===== src/rtl/fetch_predict_stage.sv =====
// Fetch stage: owns the PC and a direct-mapped BTB with 2-bit saturating counters.
// Lookup is purely combinational off the current PC; updates from EX land at the clock edge.

module fetch_predict_btb_entry #(
  parameter int ADDR_W = 10,
  parameter int TAG_W  = 6
) (
  input  logic              i_clk,
  input  logic              i_rst_n,
  input  logic              i_wr,
  input  logic [TAG_W-1:0]  i_tag,
  input  logic              i_taken,
  input  logic [ADDR_W-1:0] i_target,
  output logic              o_valid,
  output logic [TAG_W-1:0]  o_tag,
  output logic [ADDR_W-1:0] o_target,
  output logic [1:0]        o_ctr
);
  typedef struct packed {
    logic              valid;
    logic [TAG_W-1:0]  tag;
    logic [ADDR_W-1:0] target;
    logic [1:0]        ctr;
  } ent_t;

  ent_t r_ent;
  ent_t w_nxt;
  logic w_match;

  assign w_match = r_ent.valid && (r_ent.tag == i_tag);

  always_comb begin
    w_nxt = r_ent;
    if (i_wr) begin
      if (w_match) begin
        if (i_taken) begin
          if (r_ent.ctr != 2'b11) w_nxt.ctr = r_ent.ctr + 2'b01;
          w_nxt.target = i_target;
        end else if (r_ent.ctr != 2'b00) begin
          w_nxt.ctr = r_ent.ctr - 2'b01;
        end
      end else if (i_taken) begin
        // Taken on a miss: claim the slot, starting weakly taken.
        w_nxt.valid  = 1'b1;
        w_nxt.tag    = i_tag;
        w_nxt.target = i_target;
        w_nxt.ctr    = 2'b10;
      end
    end
  end

  always_ff @(posedge i_clk or negedge i_rst_n) begin
    if (!i_rst_n) begin
      r_ent.valid  <= 1'b0;
      r_ent.tag    <= '0;
      r_ent.target <= '0;
      r_ent.ctr    <= 2'b01;
    end else begin
      r_ent <= w_nxt;
    end
  end

  assign o_valid  = r_ent.valid;
  assign o_tag    = r_ent.tag;
  assign o_target = r_ent.target;
  assign o_ctr    = r_ent.ctr;
endmodule

module fetch_predict_stage #(
  parameter int                ADDR_W   = 10,
  parameter int                IDX_W    = 4,
  parameter logic [ADDR_W-1:0] RESET_PC = '0
) (
  input  logic              i_clk,
  input  logic              i_rst_n,
  input  logic              i_en,
  input  logic              i_redirect_en,
  input  logic [ADDR_W-1:0] i_redirect_pc,
  input  logic              i_upd_en,
  input  logic [ADDR_W-1:0] i_upd_pc,
  input  logic              i_upd_taken,
  input  logic [ADDR_W-1:0] i_upd_target,
  output logic [ADDR_W-1:0] o_im_addr,
  output logic [ADDR_W-1:0] o_pc_4,
  output logic [ADDR_W-1:0] o_pc_guessed,
  output logic              o_pred_taken,
  output logic [31:0]       o_redirect_cnt
);
  localparam int N     = 1 << IDX_W;
  localparam int TAG_W = ADDR_W - IDX_W;

  logic [ADDR_W-1:0]         r_pc;
  logic [31:0]               r_redirect_cnt;

  logic [N-1:0]              w_valid;
  logic [N-1:0][TAG_W-1:0]   w_tag;
  logic [N-1:0][ADDR_W-1:0]  w_target;
  logic [N-1:0][1:0]         w_ctr;

  logic [IDX_W-1:0]          w_idx;
  logic [IDX_W-1:0]          w_upd_idx;
  logic                      w_hit;
  logic [ADDR_W-1:0]         w_pc_4;
  logic [ADDR_W-1:0]         w_pc_guessed;
  logic                      w_pred_taken;

  assign w_upd_idx = i_upd_pc[IDX_W-1:0];

  genvar g;
  generate
    for (g = 0; g < N; g++) begin : g_btb
      fetch_predict_btb_entry #(
        .ADDR_W (ADDR_W),
        .TAG_W  (TAG_W)
      ) u_ent (
        .i_clk    (i_clk),
        .i_rst_n  (i_rst_n),
        .i_wr     (i_upd_en && (w_upd_idx == IDX_W'(g))),
        .i_tag    (i_upd_pc[ADDR_W-1:IDX_W]),
        .i_taken  (i_upd_taken),
        .i_target (i_upd_target),
        .o_valid  (w_valid[g]),
        .o_tag    (w_tag[g]),
        .o_target (w_target[g]),
        .o_ctr    (w_ctr[g])
      );
    end
  endgenerate

  // Lookup reads the pre-edge BTB contents, so an update to the slot being fetched
  // only becomes visible on the next cycle.
  assign w_idx        = r_pc[IDX_W-1:0];
  assign w_hit        = w_valid[w_idx] && (w_tag[w_idx] == r_pc[ADDR_W-1:IDX_W]);
  assign w_pred_taken = w_hit && w_ctr[w_idx][1];
  assign w_pc_4       = r_pc + ADDR_W'(1);
  assign w_pc_guessed = w_pred_taken ? w_target[w_idx] : w_pc_4;

  always_ff @(posedge i_clk or negedge i_rst_n) begin
    if (!i_rst_n) begin
      r_pc           <= RESET_PC;
      r_redirect_cnt <= '0;
    end else begin
      if (i_redirect_en)  r_pc <= i_redirect_pc;
      else if (i_en)      r_pc <= w_pc_guessed;
      if (i_redirect_en)  r_redirect_cnt <= r_redirect_cnt + 32'd1;
    end
  end

  assign o_im_addr      = r_pc;
  assign o_pc_4         = w_pc_4;
  assign o_pc_guessed   = w_pc_guessed;
  assign o_pred_taken   = w_pred_taken;
  assign o_redirect_cnt = r_redirect_cnt;
endmodule


===== config.mk =====
export PLATFORM = sky130hd
export DESIGN_NAME = fetch_predict_stage
export DESIGN_NICKNAME = d
export VERILOG_FILES = /design/src/rtl/fetch_predict_stage.sv
export SDC_FILE = /design/constraint.sdc
export NUM_CORES = 1
export LEC_CHECK = 0
export ABC_CLOCK_PERIOD_IN_PS = 8029
export CELL_PAD_IN_SITES_DETAIL_PLACEMENT = 0
export CELL_PAD_IN_SITES_GLOBAL_PLACEMENT = 1
export CORE_MARGIN = 3
export CORE_UTILIZATION = 38
export CTS_CLUSTER_SIZE = 24
export DETAILED_ROUTE_END_ITERATION = 16
export PLACE_DENSITY = 0.62
export SYNTH_ARGS = -nofsm -noshare
export SYNTH_HDL_FRONTEND = slang
export SYNTH_SLANG_ARGS = --single-unit

===== constraint.sdc =====
create_clock -name i_clk -period 8.03 [get_ports i_clk]
set_clock_uncertainty 0.1 [all_clocks]
set_input_delay 1.606 -clock i_clk [delete_from_list [all_inputs] [get_ports i_clk]]
set_output_delay 1.606 -clock i_clk [all_outputs]
set_load 0.05 [all_outputs]

==> summary.md <==
| Metric | Value |
|---|---|
| Max stage delay on crit path | `0.93 ns` |
| Cell variety after synth | `58` |
| Mapped Nets | `1548` |
| CTS Buffer Depth | `3` |
| # Post-CTS Setup Buffers | `0` |
| Final-stage net count | `1609` |
| CP arrival | `5.07 ns` |
| Placed inst area | `0.0191 sq mm` |
| # IOs | `99` |
| Post-route ant nets | `0` |
| Top delay family on crit path | `buffers and inverters` |
| Num CTS Buffers | `41` |
| Critical path startpoint category | `register` |
| Worst EP required | `6.32 ns` |
| RSZ-0062 raised after global routing | `no` |
| Initial DRC Count | `790` |
| Setup violators final | `0` |
| Core Footprint | `0.0456 sq mm` |
| Vias/cell | `5.47` |
| Min-Delay Endpoint | `g_btb[0].u_ent.o_target[7]` |
| Critical path type | `reg2out` |
| Synth-to-Final Area Change | `16.8%` |
| Pwr/cell area | `267 mW/mm^2` |
| Most common flop cell mapped by yosys | `dfrtp_1` |
| Worst slew margin | `28.1%` |
| Chip height | `221 um` |
| Number of failing hold endpoints at the final stage | `0` |
| DRC viols | `0` |
| FF-to-FF End | `o_im_addr[0]` |
| Fmax | `148 MHz` |
| CP max-delay cell | `dfrtp_2` |
| Status | `complete, no violations` |
| Min-Delay Path Depth | `2` |
| Largest net degree at the start of global routing | `122` |
| Worst Setup End Kind | `output pin` |
| CTS root buffer | `clkbuf_16` |
| Final Critical Period | `6.78 ns` |
| Die Area | `0.0489 sq mm` |
| H-Tree Level Count | `2` |
| Avg Cell Area, Syn | `11.7 sq um` |
| Sequential area share after synthesis | `49.3%` |
| Post-layout instance area | `0.0206 sq mm` |
| WP buf/inv | `2` |
| Yosys Warn Count | `0` |
| PostCTS Resize Cnt | `0` |
| Worst supply voltage drop on vdd | `162 uV` |
| Post-Synthesis Cells | `1510` |
| Die W | `221 um` |
| Post-CTS Hold Buffers | `0` |
| Initial antenna violation count | `0` |
| DRT Pass-1 Iters | `5` |
| Clk pin slew, worst setup/hold paths | `0.06 ns` |
| Setup Total Neg Slack | `0 ns` |
| Routed WL per cell | `21.6 um` |
| Leakage Power | `0.00883 uW` |
| Slew @ Worst Pin | `1.08 ns` |
| Cell area after synthesis | `0.0176 sq mm` |
| Max Cap Viol | `0` |
| Starting Density | `38.6%` |
| Diode count | `0` |
| # rows | `78` |
| GP Congestion | `0.768` |
| Final WS setup | `1.25 ns` |
| R2R Setup Slk | `4.04 ns` |
| DRT Wirelength | `47600 um` |
| CTS tree | `done` |
| # port buffers | `98` |
| GRT Total Usage | `19.3%` |
| Cells on worst reg2reg path | `8` |
| Reg2reg start | `o_im_addr[1]` |
| Seq cells post-synth | `346` |
| First-pass GRT wire length | `74000 um` |
| Fill count | `4204` |
| HP Start | `g_btb[0].u_ent.o_target[7]` |
| Via count | `12065` |
| GRT overflow | `0` |
| Fin crit share | `84.4%` |
| Worst-path fanout max | `38` |
| TritonCTS sink count | `346` |
| Crit-path cells | `buf_4 -> mux4_2 -> a22oi_1 -> nand2_1 -> xnor2_1 -> nand4b_1 -> nor2_2 -> mux2i_1 -> clkdlybuf4s50_1` |
| Vias in the first global route | `12142` |
| DP Worst Slack | `1.87 ns` |
| Max Slew Vio Count | `0` |
| Fraction of layout cells with a size suffix above 1 | `25.5%` |
| Post-synth EDFFs | `0` |
| Post-synth ARST share | `100%` |
| Crit path from | `o_im_addr[1]` |
| Detail Placement HPWL | `32100 um` |
| Hold Crit Class | `reg2reg` |
| Skew-Pair Late Insertion Delay | `0.57 ns` |
-- state kept, by name, summed over array words and instances, names as in the netlist --
signal                count
g_btb.u_ent.o_tag        96
g_btb.u_ent.o_ctr        32
g_btb.u_ent.o_valid      16
o_redirect_cnt           32
o_im_addr                10
g_btb.u_ent.o_target    160
-- routing by layer --
metal | global-route usage (%) | wire (um) | vias to the layer above
li1 | - | - | 5567
met1 | 27.4 | 22800 | 6179
met2 | 30.5 | 21800 | 251
met3 | 3.67 | 2000 | 68
met4 | 5.11 | 1020 | 0
met5 | 0 | 0 | -
-- worst reg2reg max path: stages (launching register included) --
cell	delay, ns
dfrtp_2	0.93
buf_4	0.53
mux4_2	0.39
a22oi_1	0.38
nand2_1	0.12
xnor2_1	0.21
nand4b_1	0.49
or4_1	0.68
o211ai_2	0.08
-- final cells by class --
cell class | count | area (sq um) | area share (%)
inverter | 20 | 75.1 | 0.365
tap | 600 | 751 | 3.65
clock buffer | 63 | 1240 | 6.03
clock inverter | 13 | 216 | 1.05
timing repair buffer | 123 | 1190 | 5.81
sequential | 346 | 8680 | 42.2
multi-input combinational | 1039 | 8400 | 40.9
-- metrics by stage --
stage | std cells | hold slack, ns | util, % | total power [uW]
2_1_floorplan | 1510 | 0.341 | - | 3120
3_3_place_gp | 2128 | 0.355 | 41.9 | 3510
3_5_place_dp | 2128 | 0.362 | 41.9 | 3530
4_1_cts | 2204 | 0.377 | 45.1 | 5550
5_1_grt | 2204 | 0.399 | 45.1 | 5760
6_report | 2204 | 0.376 | 45.1 | 5490
-- cells in the mapped netlist (all sizes together), types with 3 or more instances --
library cell	n	share of area (%)
a21oi	31	0.88
a22o	11	0.55
a22oi	8	0.34
a31oi	13	0.46
a32oi	3	0.15
and2	4	0.14
and3	9	0.32
and3b	3	0.15
and4	5	0.25
buf	32	1.1
clkbuf	73	1.6
dfrtp	330	47
dfstp	16	2.4
inv	20	0.43
mux2	232	15
mux2i	51	2.9
mux4	41	5.2
nand2	159	3.4
nand2b	17	0.60
nand3	35	1.0
nand4	35	1.2
nor2	51	1.1
nor2b	13	0.46
nor3	9	0.26
nor3b	3	0.13
nor4	13	0.46
o21ai	66	1.9
o221ai	20	1.0
o22ai	17	0.60
o31ai	7	0.30
or2	16	0.57
or4	6	0.26
xnor2	85	4.2
xor2	54	2.7
-- cell families after synthesis --
logic type,synth area share [%]
buffers and inverters,3.04
AND/OR/NAND/NOR,10.8
adder cells (fa/ha/maj),0.142
AO/OA/AOI/OAI,6.85
multiplexers,23.0
flip-flops,49.3
XOR/XNOR,6.92
-- cells in the final DEF (no fill, tap or decap), types with 4 or more instances in the layout --
cell type | synthesis | routed
nor3_1 | 9 | 8
clkdlybuf4s50_1 | 0 | 96
mux4_2 | 41 | 41
dfrtp_1 | 330 | 328
o221ai_1 | 20 | 20
xor2_1 | 54 | 54
o21ai_0 | 58 | 58
nor2_1 | 50 | 50
dfstp_2 | 16 | 16
nor2b_1 | 13 | 13
bufinv_16 | 0 | 5
o21ai_1 | 8 | 8
a22oi_1 | 8 | 8
nand2_1 | 159 | 159
nand4_1 | 35 | 35
nand2b_1 | 17 | 17
a31oi_1 | 13 | 13
o22ai_1 | 17 | 17
or2_2 | 16 | 16
clkbuf_1 | 73 | 9
a22o_1 | 11 | 11
or4_1 | 6 | 6
nor4_1 | 13 | 13
and4_1 | 5 | 5
mux2_2 | 232 | 232
inv_1 | 20 | 20
xnor2_1 | 85 | 85
o31ai_1 | 7 | 7
clkbuf_8 | 0 | 13
and2_1 | 4 | 4
clkbuf_16 | 0 | 41
nand3_1 | 35 | 35
a21oi_1 | 31 | 31
mux2i_1 | 51 | 51
buf_4 | 0 | 23
and3_1 | 9 | 9
clkinv_2 | 0 | 5
-- worst max path at each step --
stage                           end  slack (ns)  cells past startpoint
global route        o_pc_guessed[0]        1.03                      9
detailed placement  o_pc_guessed[0]        1.87                      9
floorplan           o_pc_guessed[0]        2.48                     11
CTS                 o_pc_guessed[0]        1.26                      9
finish              o_pc_guessed[0]        1.25                      9
global placement    o_pc_guessed[0]        1.91                      9
-- power breakdown --
group,total (uW),leakage (uW),internal [uW],switching (uW)
clock network,1990,0.000718,1230,763
registers,2300,0.00432,2040,257
logic,1200,0.00379,564,634
(Power assumes the default switching activity.)
